===== src/rtl/pipe_ctrl_pkg.sv =====
// Shared definitions for the pipeline control unit: stall bus patterns,
// FSM state encoding and the stall-source selector.
package pipe_ctrl_pkg;

    localparam int STALL_W    = 6;
    localparam int HOLD_CNT_W = 16;

    localparam logic Stop   = 1'b1;
    localparam logic NoStop = 1'b0;

    // Bit order, MSB first: WB, MEM, EX, ID, IF, PC
    localparam logic [STALL_W-1:0] STALL_NONE = {NoStop, NoStop, NoStop, NoStop, NoStop, NoStop};
    localparam logic [STALL_W-1:0] STALL_ID   = {NoStop, NoStop, NoStop, Stop,   Stop,   Stop};
    localparam logic [STALL_W-1:0] STALL_EX   = {NoStop, NoStop, Stop,   Stop,   Stop,   Stop};

    typedef enum logic [1:0] {
        ST_RUN     = 2'd0,
        ST_EX_HOLD = 2'd1,
        ST_FLUSH   = 2'd2
    } pipe_state_e;

    typedef enum logic [1:0] {
        SEL_NONE = 2'd0,
        SEL_ID   = 2'd1,
        SEL_EX   = 2'd2
    } stall_sel_e;

    function automatic logic [STALL_W-1:0] stall_pattern(input stall_sel_e sel);
        case (sel)
            SEL_EX:  stall_pattern = STALL_EX;
            SEL_ID:  stall_pattern = STALL_ID;
            default: stall_pattern = STALL_NONE;
        endcase
    endfunction

endpackage


===== src/rtl/pipe_ctrl_perf.sv =====
// Performance counter bank for pipe_ctrl; instantiated only when
// PIPE_CTRL_PERF_EN is defined. All counters wrap past all-ones.
module pipe_ctrl_perf #(
    parameter int CNT_W = 32
) (
    input  logic             i_clk,
    input  logic             i_rst,
    input  logic             i_freeze,
    input  logic             i_stall_pc,
    input  logic             i_id_sel,
    input  logic             i_ex_enter,
    output logic [CNT_W-1:0] o_perf_stall_cycles,
    output logic [CNT_W-1:0] o_perf_id_events,
    output logic [CNT_W-1:0] o_perf_ex_events
);

    logic [CNT_W-1:0] r_stall_cycles;
    logic [CNT_W-1:0] r_id_events;
    logic [CNT_W-1:0] r_ex_events;

    always_ff @(posedge i_clk or negedge i_rst) begin
        if (!i_rst) begin
            r_stall_cycles <= '0;
            r_id_events    <= '0;
            r_ex_events    <= '0;
        end else if (!i_freeze) begin
            if (i_stall_pc) begin
                r_stall_cycles <= r_stall_cycles + CNT_W'(1);
            end
            if (i_id_sel) begin
                r_id_events <= r_id_events + CNT_W'(1);
            end
            if (i_ex_enter) begin
                r_ex_events <= r_ex_events + CNT_W'(1);
            end
        end
    end

    assign o_perf_stall_cycles = r_stall_cycles;
    assign o_perf_id_events    = r_id_events;
    assign o_perf_ex_events    = r_ex_events;

endmodule


===== src/rtl/pipe_ctrl.sv =====
// Pipeline stall/flush controller with EX-hold watchdog.
// Define PIPE_CTRL_PERF_EN to add the performance counter ports and logic.
module pipe_ctrl
    import pipe_ctrl_pkg::*;
#(
    parameter int TIMEOUT = 64,
    parameter int CNT_W   = 32
) (
    input  logic               i_clk,
    input  logic               i_rst,
    input  logic               i_stallreq_from_id,
    input  logic               i_stallreq_from_ex,
    input  logic               i_flush_req,
    input  logic               i_timeout_clr,
    output logic [STALL_W-1:0] o_stall,
    output logic               o_flush,
    output logic               o_stall_timeout
`ifdef PIPE_CTRL_PERF_EN
    ,
    output logic [CNT_W-1:0]   o_perf_stall_cycles,
    output logic [CNT_W-1:0]   o_perf_id_events,
    output logic [CNT_W-1:0]   o_perf_ex_events
`endif
);

    localparam logic [HOLD_CNT_W-1:0] HOLD_LIMIT = HOLD_CNT_W'(TIMEOUT);
    localparam logic [HOLD_CNT_W-1:0] HOLD_TRIP  = HOLD_CNT_W'(TIMEOUT - 1);

    if (TIMEOUT < 2 || TIMEOUT > 65535) begin : g_bad_timeout
        $error("pipe_ctrl: TIMEOUT must lie in 2..65535");
    end
    if (CNT_W < 1) begin : g_bad_cnt_w
        $error("pipe_ctrl: CNT_W must be at least 1");
    end

    pipe_state_e           r_state;
    pipe_state_e           w_next_state;
    stall_sel_e            w_sel;
    logic [HOLD_CNT_W-1:0] r_hold_cnt;
    logic [HOLD_CNT_W-1:0] w_hold_cnt_next;
    logic                  r_stall_timeout;
    logic                  w_timeout_hit;

    always_ff @(posedge i_clk or negedge i_rst) begin
        if (!i_rst) begin
            r_state <= ST_RUN;
        end else begin
            r_state <= w_next_state;
        end
    end

    // Requests seen during FLUSH, or alongside a new flush, are dropped outright.
    always_comb begin
        w_next_state = r_state;
        w_sel        = SEL_NONE;

        if (r_state != ST_FLUSH && !i_flush_req) begin
            if (i_stallreq_from_ex) begin
                w_sel = SEL_EX;
            end else if (i_stallreq_from_id) begin
                w_sel = SEL_ID;
            end
        end

        if (i_flush_req) begin
            w_next_state = ST_FLUSH;
        end else begin
            case (r_state)
                ST_RUN: begin
                    if (i_stallreq_from_ex) begin
                        w_next_state = ST_EX_HOLD;
                    end
                end
                ST_EX_HOLD: begin
                    if (!i_stallreq_from_ex) begin
                        w_next_state = ST_RUN;
                    end
                end
                ST_FLUSH: w_next_state = ST_RUN;
                default:  w_next_state = ST_RUN;
            endcase
        end
    end

    assign o_stall = stall_pattern(w_sel);
    assign o_flush = (r_state == ST_FLUSH);

    // Saturating at TIMEOUT keeps the trip compare from firing twice in one hold.
    always_comb begin
        w_hold_cnt_next = '0;
        if (r_state == ST_EX_HOLD && w_next_state == ST_EX_HOLD) begin
            if (r_hold_cnt == HOLD_LIMIT) begin
                w_hold_cnt_next = r_hold_cnt;
            end else begin
                w_hold_cnt_next = r_hold_cnt + HOLD_CNT_W'(1);
            end
        end
    end

    assign w_timeout_hit = (r_state == ST_EX_HOLD) && (r_hold_cnt == HOLD_TRIP) && i_stallreq_from_ex;

    always_ff @(posedge i_clk or negedge i_rst) begin
        if (!i_rst) begin
            r_hold_cnt      <= '0;
            r_stall_timeout <= 1'b0;
        end else begin
            r_hold_cnt <= w_hold_cnt_next;
            if (w_timeout_hit) begin
                r_stall_timeout <= 1'b1;
            end else if (i_timeout_clr) begin
                r_stall_timeout <= 1'b0;
            end
        end
    end

    assign o_stall_timeout = r_stall_timeout;

`ifdef PIPE_CTRL_PERF_EN
    logic w_ex_enter;
    logic w_id_sel;

    assign w_ex_enter = (r_state == ST_RUN) && (w_next_state == ST_EX_HOLD);
    assign w_id_sel   = (w_sel == SEL_ID);

    pipe_ctrl_perf #(
        .CNT_W (CNT_W)
    ) u_perf (
        .i_clk               (i_clk),
        .i_rst               (i_rst),
        .i_freeze            (r_state == ST_FLUSH),
        .i_stall_pc          (o_stall[0]),
        .i_id_sel            (w_id_sel),
        .i_ex_enter          (w_ex_enter),
        .o_perf_stall_cycles (o_perf_stall_cycles),
        .o_perf_id_events    (o_perf_id_events),
        .o_perf_ex_events    (o_perf_ex_events)
    );
`endif

endmodule

===== config.mk =====
export PLATFORM = sky130hd
export DESIGN_NAME = pipe_ctrl
export DESIGN_NICKNAME = d
export VERILOG_FILES = /design/src/rtl/pipe_ctrl_pkg.sv /design/src/rtl/pipe_ctrl_perf.sv /design/src/rtl/pipe_ctrl.sv
export SDC_FILE = /design/constraint.sdc
export NUM_CORES = 1
export LEC_CHECK = 0
export ABC_CLOCK_PERIOD_IN_PS = 1900
export BUFFER_PORTS_ARGS = -buffer_cell sky130_fd_sc_hd__buf_4
export CORE_MARGIN = 8
export CORE_UTILIZATION = 50
export CTS_BUF_LIST = sky130_fd_sc_hd__clkbuf_2 sky130_fd_sc_hd__clkbuf_4 sky130_fd_sc_hd__clkbuf_8
export CTS_CLUSTER_DIAMETER = 100
export DETAILED_ROUTE_END_ITERATION = 8
export PLACE_DENSITY = 0.81
export SYNTH_ARGS = -nofsm -noshare
export SYNTH_HDL_FRONTEND = slang
export SYNTH_SLANG_ARGS = --single-unit

===== constraint.sdc =====
create_clock -name i_clk -period 1.9 [get_ports i_clk]
set_input_delay 0.19 -clock i_clk [delete_from_list [all_inputs] [get_ports i_clk]]
set_output_delay 0.19 -clock i_clk [all_outputs]
set_load 0.01 [all_outputs]

==> results of run 1 <==
[power by group through the flow]
stage	sequential, mW	clock, mW	combinational [mW]
after detailed placement	0.416	0	0.0472
after CTS	0.409	0.214	0.0491
final	0.409	0.206	0.0533
after floorplan	0.416	0	0.0246
after global routing	0.409	0.223	0.0600
after global placement	0.416	0	0.0458
[Yosys cell counts (2+ instances only)]
| library cell | n | area [um^2] |
|---|---|---|
| sky130_fd_sc_hd__nand2b_1 | 5 | 31.3 |
| sky130_fd_sc_hd__dfrtp_1 | 19 | 475 |
| sky130_fd_sc_hd__nor2_1 | 6 | 22.5 |
| sky130_fd_sc_hd__xor2_1 | 2 | 17.5 |
| sky130_fd_sc_hd__nand2_1 | 13 | 48.8 |
| sky130_fd_sc_hd__nand4_1 | 3 | 18.8 |
| sky130_fd_sc_hd__nor4_1 | 5 | 31.3 |
| sky130_fd_sc_hd__o31ai_1 | 4 | 30.0 |
| sky130_fd_sc_hd__mux2i_1 | 6 | 60.1 |
| sky130_fd_sc_hd__nor3_1 | 2 | 10.0 |
| sky130_fd_sc_hd__inv_1 | 7 | 26.3 |
| sky130_fd_sc_hd__or3_2 | 2 | 15.0 |
| sky130_fd_sc_hd__buf_4 | 4 | 30.0 |
| sky130_fd_sc_hd__nor4b_1 | 2 | 17.5 |
| sky130_fd_sc_hd__or4_1 | 4 | 30.0 |
| sky130_fd_sc_hd__ha_1 | 3 | 37.5 |
| sky130_fd_sc_hd__nand3_1 | 8 | 40.0 |
| sky130_fd_sc_hd__a21oi_1 | 7 | 35.0 |
| sky130_fd_sc_hd__o21ai_0 | 4 | 20.0 |
[worst reg2reg max path, cell delays in order, from the launching register on]
cell                      delay (ns)
sky130_fd_sc_hd__dfrtp_1        0.44
sky130_fd_sc_hd__ha_1           0.24
sky130_fd_sc_hd__nand2_1        0.15
sky130_fd_sc_hd__or4_1          0.51
sky130_fd_sc_hd__a21oi_1        0.17
[per-layer routing]
metal | part of all wire | wire length (um) | track usage | up-vias
met3 | 0.042 | 95 | 0.0215 | 2
met4 | 0.012 | 27 | 0.0655 | 0
met1 | 0.46 | 1030 | 0.144 | 426
li1 | - | - | - | 444
met2 | 0.49 | 1100 | 0.186 | 25
met5 | 0 | 0 | 0 | -
[worst paths after layout]
path / to / slack [ns] / depth (start not counted)
hold / removal: r_state[1] / 0.03 / 1
setup / recovery: o_stall[1] / 0.10 / 6
hold reg to reg: o_stall_timeout / 0.53 / 2
setup reg to reg: r_hold_cnt[10] / 0.31 / 4
max in group asynchronous: r_hold_cnt[10] / 1.42 / 2
min in group asynchronous: o_stall_timeout / 0.29 / 2
[state kept, by name, indices dropped and copies added, names as in the netlist]
signal / cells
o_stall_timeout: 1
r_hold_cnt: 16
r_state: 2
[repair_timing]
item	4_1_cts	5_1_grt
gates resized for setup	0	4
setup buffers	0	2
hold buffers	1	0
endpoints found under the setup margin	0	3
hold endpoints to repair	19	0
[final cells by class]
cell class	count	share of cell area
multi-input combinational	86	0.458
clock inverter	1	0.00404
tap	28	0.0283
timing repair buffer	14	0.0869
sequential	19	0.384
clock buffer	3	0.0182
inverter	7	0.0212
[cell families (layout without fill, tap and decap cells)]
logic type                 after synthesis  after routing
buffers and inverters                   14             25
xor gates and xnor gates                 2              2
AOI/OAI and AO/OA                       16             16
DFF                                     19             19
muxes                                    6              6
and+or+nand+nor                         57             57
other                                    1              2
adders and majority gates                3              3
==> results.rst, run 1 <==
.. list-table::
   :header-rows: 1

   * - Metric
     - Value
   * - H-tree levels
     - 1
   * - Area post-placement
     - 1170 um^2
   * - Count of routing violations after the opening detailed-route iteration
     - 14
   * - Synth Cell Area
     - 1100 um^2
   * - Fin crit share
     - 0.947
   * - RSZ-0062 raised after global routing
     - false
   * - Count of flip-flops with a built-in enable after synthesis
     - 0
   * - Power density normalized to cell area
     - 540 nW/um^2
   * - CP Class
     - reg2out
   * - Largest incremental delay on the critical path
     - 0.44 ns
   * - Clock tree from TritonCTS
     - done
   * - Pin count of the biggest net entering global routing
     - 20
   * - Wire length per cell after detailed routing
     - 14.3 um
   * - Core area
     - 2150 um^2
   * - Final worst path period need
     - 1.80 ns
   * - Most frequent cells in the layout
     - sky130_fd_sc_hd__dfrtp_1, sky130_fd_sc_hd__nand2_1, sky130_fd_sc_hd__buf_4
   * - Net Sw Power
     - 0.158 mW
   * - FF/Latch Area
     - 475 um^2
   * - Number of global-route vias before repair
     - 888
   * - Sequential fraction of design power
     - 0.612
   * - Share of flip-flops with an asynchronous set or reset
     - 1.00
   * - Initial antenna violation count
     - 0
   * - Total die area
     - 3960 um^2
   * - Dominant combinational cell family by area after synthesis
     - simple AND/OR/NAND/NOR gates
   * - Synthesized-area fraction occupied by ao, oa, aoi and oai cells
     - 0.0851
   * - Average vias per placed instance
     - 5.68
   * - Setup TNS after final layout
     - 0 ns
   * - Number of input and output port buffers inserted
     - 11
   * - FMAX
     - 0.556 GHz
   * - Clock-pin transition on the worst setup and hold timing paths
     - 0.11 ns
   * - Hpwl dp
     - 1660 um
   * - Multi-input gate area in the final layout
     - 567 um^2
   * - Filler Cells Inserted
     - 198
   * - Data arrival time of the critical path
     - 1.61 ns
   * - Relative contribution of combinational cells to total power
     - 0.080
   * - Adder-cell area share of the yosys netlist
     - 0.0341
   * - Clk_skew
     - 0.00167 ns
   * - Count of unresolved DRC violations after routing
     - 0
   * - Share of cell area taken by muxes after synthesis
     - 0.0545
   * - Non-filler cells in the finished layout
     - 158
   * - Mean post-synth cell area
     - 9.34 um^2
   * - Total CTS buffers
     - 3
   * - Number of buffers and inverters on the critical path
     - 2
   * - Boundary pin count
     - 14
   * - Placed Instances
     - 151
   * - Net switching share of the total power
     - 0.236
   * - Critical Path Source Type
     - flop
   * - Maxcap violations
     - 0
   * - Status
     - finished, final reports clean
   * - Maximum vdd ir drop
     - 0.346 mV
   * - Total clock sinks
     - 19
   * - Fraction of synthesized cell area in xor and xnor cells
     - 0.0159
   * - Utilization of the core after routing
     - 0.577
   * - Ratio of cells with drive above 1 in the final layout
     - 0.185
   * - Number of endpoints failing setup at the final stage
     - 0
   * - GRT Resource Usage Total
     - 0.117
   * - Critical Path, Cell by Cell
     - nor2b_4, nor3_2, nand2_1, ha_1, inv_2, buf_4
   * - Congestion Overflow GR
     - 0
   * - Horizontal extent of the die
     - 63.0 um
   * - Number of search-and-repair iterations in the first detailed-routing pass
     - 4
   * - Most common cell after layout, fill and taps aside
     - sky130_fd_sc_hd__dfrtp_1
   * - Placement Setup Slack
     - 0.335 ns
   * - Number of warnings printed during yosys synthesis
     - 0
   * - Leak pwr
     - 0.480 nW
   * - Worst hold slack across all endpoints
     - 0.0299 ns
   * - Diodes inserted
     - 0
   * - Internal power
     - 0.511 mW
   * - Max FO, Critical Path
     - 5
   * - Cell variety after synth
     - 31
   * - Worst path required time
     - 1.71 ns
   * - Via count
     - 897
   * - Family with the most delay on the worst path
     - flip-flops
   * - Power share of the clock group
     - 0.308
   * - Final #Nets
     - 140
   * - Main synth FF type
     - sky130_fd_sc_hd__dfrtp_1
   * - Remaining number of nets flagged by the antenna check after routing
     - 0
   * - Clock root buffer master
     - sky130_fd_sc_hd__clkbuf_4
   * - Final setup margin
     - 0.100 ns
   * - Number of placement rows
     - 17
   * - Cell with the biggest individual delay on the critical path
     - sky130_fd_sc_hd__dfrtp_1
   * - Height of the die
     - 63.0 um
   * - Hold Path Origin
     - i_flush_req
   * - Overall Power
     - 0.668 mW
   * - Final Hold Vio Count
     - 0
   * - Global placer's final weighted congestion
     - 0.813
   * - Type of the tightest min-delay check
     - in2reg
   * - Area share of and/or/nand/nor cells after synthesis
     - 0.306
   * - Area of all placed cells without fillers
     - 1240 um^2
   * - Worst setup path startpoint
     - r_state[1]
   * - Max-slew violation count
     - 0
   * - Area grow syn2layout
     - 12.4%
   * - Number of cells produced by synthesis
     - 118
   * - Post-Route WL
     - 2260 um
   * - Critical Path Sink Type
     - output port
   * - Starting Density
     - 0.513
   * - #FFs+latches synth
     - 19
   * - Largest buffer count on any clock path
     - 2
   * - Wire length of the first global-routing pass
     - 3870 um
   * - Portion of the post-synthesis area used by sequential elements
     - 0.431
   * - Clock Latency Late Sink
     - 0.29 ns
   * - Reg-to-Reg Start
     - r_hold_cnt[1]
Power figures use the tool's default switching activity.
==> run 2, diff against run 1 <==
- BUFFER_PORTS_ARGS: -buffer_cell sky130_fd_sc_hd__buf_4 -> unset
- CORE_UTILIZATION: 50 -> 40
- DONT_BUFFER_PORTS: unset -> 1
- PLACE_DENSITY: 0.81 -> 0.65
==> results.rst, run 2 (synthesis results as in run 1) <==
.. list-table::
   :header-rows: 1

   * - Metric
     - Value
   * - Status
     - finished, final reports clean
   * - Congestion Overflow GR
     - 0 (unchanged)
   * - GRT Resource Usage Total
     - 0.107 (-0.0103)
   * - Via count
     - 872 (-2.8%)
   * - Pin count of the biggest net entering global routing
     - 20 (unchanged)
   * - Max FO, Critical Path
     - 5 (unchanged)
   * - Setup Fix Bufs, Post-CTS
     - 0 (unchanged)
   * - Total die area
     - 4690 um^2 (+18%)
   * - Count of unresolved DRC violations after routing
     - 0 (unchanged)
   * - Average vias per placed instance
     - 5.81 (+2.4%)
   * - Boundary pin count
     - 14 (unchanged)
   * - Remaining max-slew budget at the tightest pin
     - 0.426
   * - Critical Path, Cell by Cell
     - nor2b_2, nor3_1, nand2_1, ha_1, inv_2
   * - Relative contribution of combinational cells to total power
     - 0.049 (-0.031)
   * - Worst path required time
     - 1.71 ns (about the same)
   * - FMAX
     - 0.569 GHz (+2.4%)
   * - Most frequent cells in the layout
     - sky130_fd_sc_hd__dfrtp_1, sky130_fd_sc_hd__nand2_1, sky130_fd_sc_hd__nand3_1
   * - CP Class
     - reg2out
   * - Diodes inserted
     - 0 (unchanged)
   * - Most common cell after layout, fill and taps aside
     - sky130_fd_sc_hd__dfrtp_1
   * - Maxcap violations
     - 0 (unchanged)
   * - Clock root buffer master
     - sky130_fd_sc_hd__clkbuf_4
   * - Core area
     - 2690 um^2 (+25%)
   * - Hpwl dp
     - 1590 um (-3.8%)
   * - Clock Latency Late Sink
     - 0.31 ns (+0.02 ns)
   * - Setup TNS after final layout
     - 0 ns (unchanged)
   * - Reg2reg path depth
     - 3 (-1)
   * - Multi-input gate area in the final layout
     - 557 um^2 (-1.8%)
   * - Global placer's final weighted congestion
     - 0.749 (-7.9%)
   * - Largest incremental delay on the critical path
     - 0.43 ns (about the same)
   * - Total clock sinks
     - 19 (unchanged)
   * - Filler Cells Inserted
     - 272 (+37%)
   * - Number of search-and-repair iterations in the first detailed-routing pass
     - 4 (unchanged)
   * - Hold Path Origin
     - i_stallreq_from_ex
   * - Clock tree from TritonCTS
     - done
   * - Capture endpoint of the worst hold path
     - r_state[0]
   * - Reg-to-Reg Start
     - r_hold_cnt[2]
   * - FF/Latch Area
     - 475 um^2 (unchanged)
   * - Count of routing violations after the opening detailed-route iteration
     - 44 (+30)
   * - Number of global-route vias before repair
     - 893 (+0.56%)
   * - Worst hold slack across all endpoints
     - 0.0381 ns (+0.00819 ns)
   * - Slew at the pin closest to its max-slew limit
     - 0.858 ns
   * - Horizontal extent of the die
     - 68.5 um (+8.8%)
   * - Worst R2R End
     - r_hold_cnt[10]
   * - Number of cells on the worst hold path
     - 2 (+1)
   * - Type of the tightest min-delay check
     - in2reg
   * - Remaining number of nets flagged by the antenna check after routing
     - 0 (unchanged)
   * - Maximum vdd ir drop
     - 0.386 mV (+11%)
   * - Sequential fraction of design power
     - 0.631 (+0.019)
   * - Utilization of the core after routing
     - 0.430 (-0.147)
   * - Final Hold Vio Count
     - 0 (unchanged)
   * - Clk_skew
     - 0.0123 ns (+0.0106 ns)
   * - Fin crit share
     - 0.925 (-0.0225)
   * - Leak pwr
     - 0.417 nW (-13%)
   * - Data arrival time of the critical path
     - 1.57 ns (-0.04 ns)
   * - Critical Path Source Type
     - flop
   * - H-tree levels
     - 1 (unchanged)
   * - Final worst path period need
     - 1.76 ns (-0.0427 ns)
   * - Final #Nets
     - 129 (-7.9%)
   * - Internal power
     - 0.495 mW (-3.0%)
   * - Number of input and output port buffers inserted
     - 0 (-11)
   * - Cell with the biggest individual delay on the critical path
     - sky130_fd_sc_hd__dfrtp_1
   * - Critical Path Sink Type
     - output port
   * - Slack of the worst reg-to-reg path
     - 0.34 ns (+0.03 ns)
   * - Starting Density
     - 0.410 (-0.103)
   * - Flip-flop count of the largest register after layout
     - 16 (unchanged)
   * - Post-Route WL
     - 2220 um (-1.8%)
   * - Wire length of the first global-routing pass
     - 3820 um (-1.2%)
   * - Ratio of cells with drive above 1 in the final layout
     - 0.0840 (-0.101)
   * - Wire length per cell after detailed routing
     - 14.8 um (+3.4%)
   * - RSZ-0062 raised after global routing
     - false
   * - Total CTS buffers
     - 3 (unchanged)
   * - Worst setup path startpoint
     - r_state[1]
   * - Power share of the clock group
     - 0.320 (+0.012)
   * - Area grow syn2layout
     - 4.77%
   * - Net switching share of the total power
     - 0.235 (-0.000740)
   * - Height of the die
     - 68.5 um (+8.8%)
   * - Biggest register
     - r_hold_cnt
   * - Power density normalized to cell area
     - 561 nW/um^2 (+4.0%)
   * - Number of endpoints failing setup at the final stage
     - 0 (unchanged)
   * - Max-slew violation count
     - 0 (unchanged)
   * - Largest buffer count on any clock path
     - 2 (unchanged)
   * - Net Sw Power
     - 0.152 mW (-3.4%)
   * - Initial antenna violation count
     - 0 (unchanged)
   * - Clock-pin transition on the worst setup and hold timing paths
     - 0.10 ns (about the same)
   * - Number of placement rows
     - 19 (+2)
-- run 2: cell count changes in the layout (fill, tap and decap cells not counted) --
cell,change
sky130_fd_sc_hd__buf_4,-13
sky130_fd_sc_hd__nor3_2,-1
sky130_fd_sc_hd__dlygate4sd3_1,+2
sky130_fd_sc_hd__nor3_1,+1
sky130_fd_sc_hd__nor2b_2,+1
sky130_fd_sc_hd__nor2b_4,-1
-- run 2: power groups by stage --
stage,Clock [mW],Sequential [mW],Combinational [mW]
6_report,0.207,0.409,0.0317
5_1_grt,0.238,0.409,0.0366
4_1_cts,0.216,0.409,0.0319
3_5_place_dp,0,0.417,0.0188
3_3_place_gp,0,0.416,0.0184
2_1_floorplan,0,0.416,0.0246
-- run 2: worst max-delay path: cells and delay by family (launching register included) --
family / cells / cell delay, ns
flops: 1 / 0.43
fa+ha+maj: 1 / 0.30
simple gates: 3 / 0.41
buf+inv: 1 / 0.14
-- run 2: area by class of cell --
cell class | count | share of cell area
clock buffers | 3 | 0.0195
clock inverters | 1 | 0.00433
inverters | 7 | 0.0228
multi-input cells | 86 | 0.482
flip-flops and latches | 19 | 0.412
well taps | 31 | 0.0336
repair buffers | 3 | 0.0260
-- run 2: per-stage QoR --
step	area, um^2	setup WS, ns	std cells	total power, mW
2_1_floorplan	1110	0.414	119	0.441
3_3_place_gp	1090	0.402	143	0.435
3_5_place_dp	1090	0.348	143	0.435
4_1_cts	1150	0.0241	150	0.656
5_1_grt	1150	0.0113	150	0.684
6_report	1150	0.143	150	0.648
-- run 2: worst max path at each step --
stage / cells after the start / end
2_1_floorplan: 6 / o_stall[1]
3_3_place_gp: 3 / r_hold_cnt[10]
3_5_place_dp: 4 / r_hold_cnt[10]
4_1_cts: 5 / o_stall[0]
5_1_grt: 5 / o_stall[1]
6_report: 5 / o_stall[0]
-- run 2: per-layer routing --
metal / up-vias / part of all wire / wire length [um] / GRT usage
li1: 423 / - / - / -
met1: 434 / 0.48 / 1070 / 0.123
met2: 13 / 0.46 / 1010 / 0.175
met3: 2 / 0.052 / 116 / 0.0436
met4: 0 / 0.0081 / 18 / 0.0358
met5: - / 0 / 0 / 0
-- run 2: repair_timing --
action	CTS	global route
setup endpoints to repair	0	3
resized for setup	0	2
endpoints found under the hold margin	21	0
hold buffers	3	0
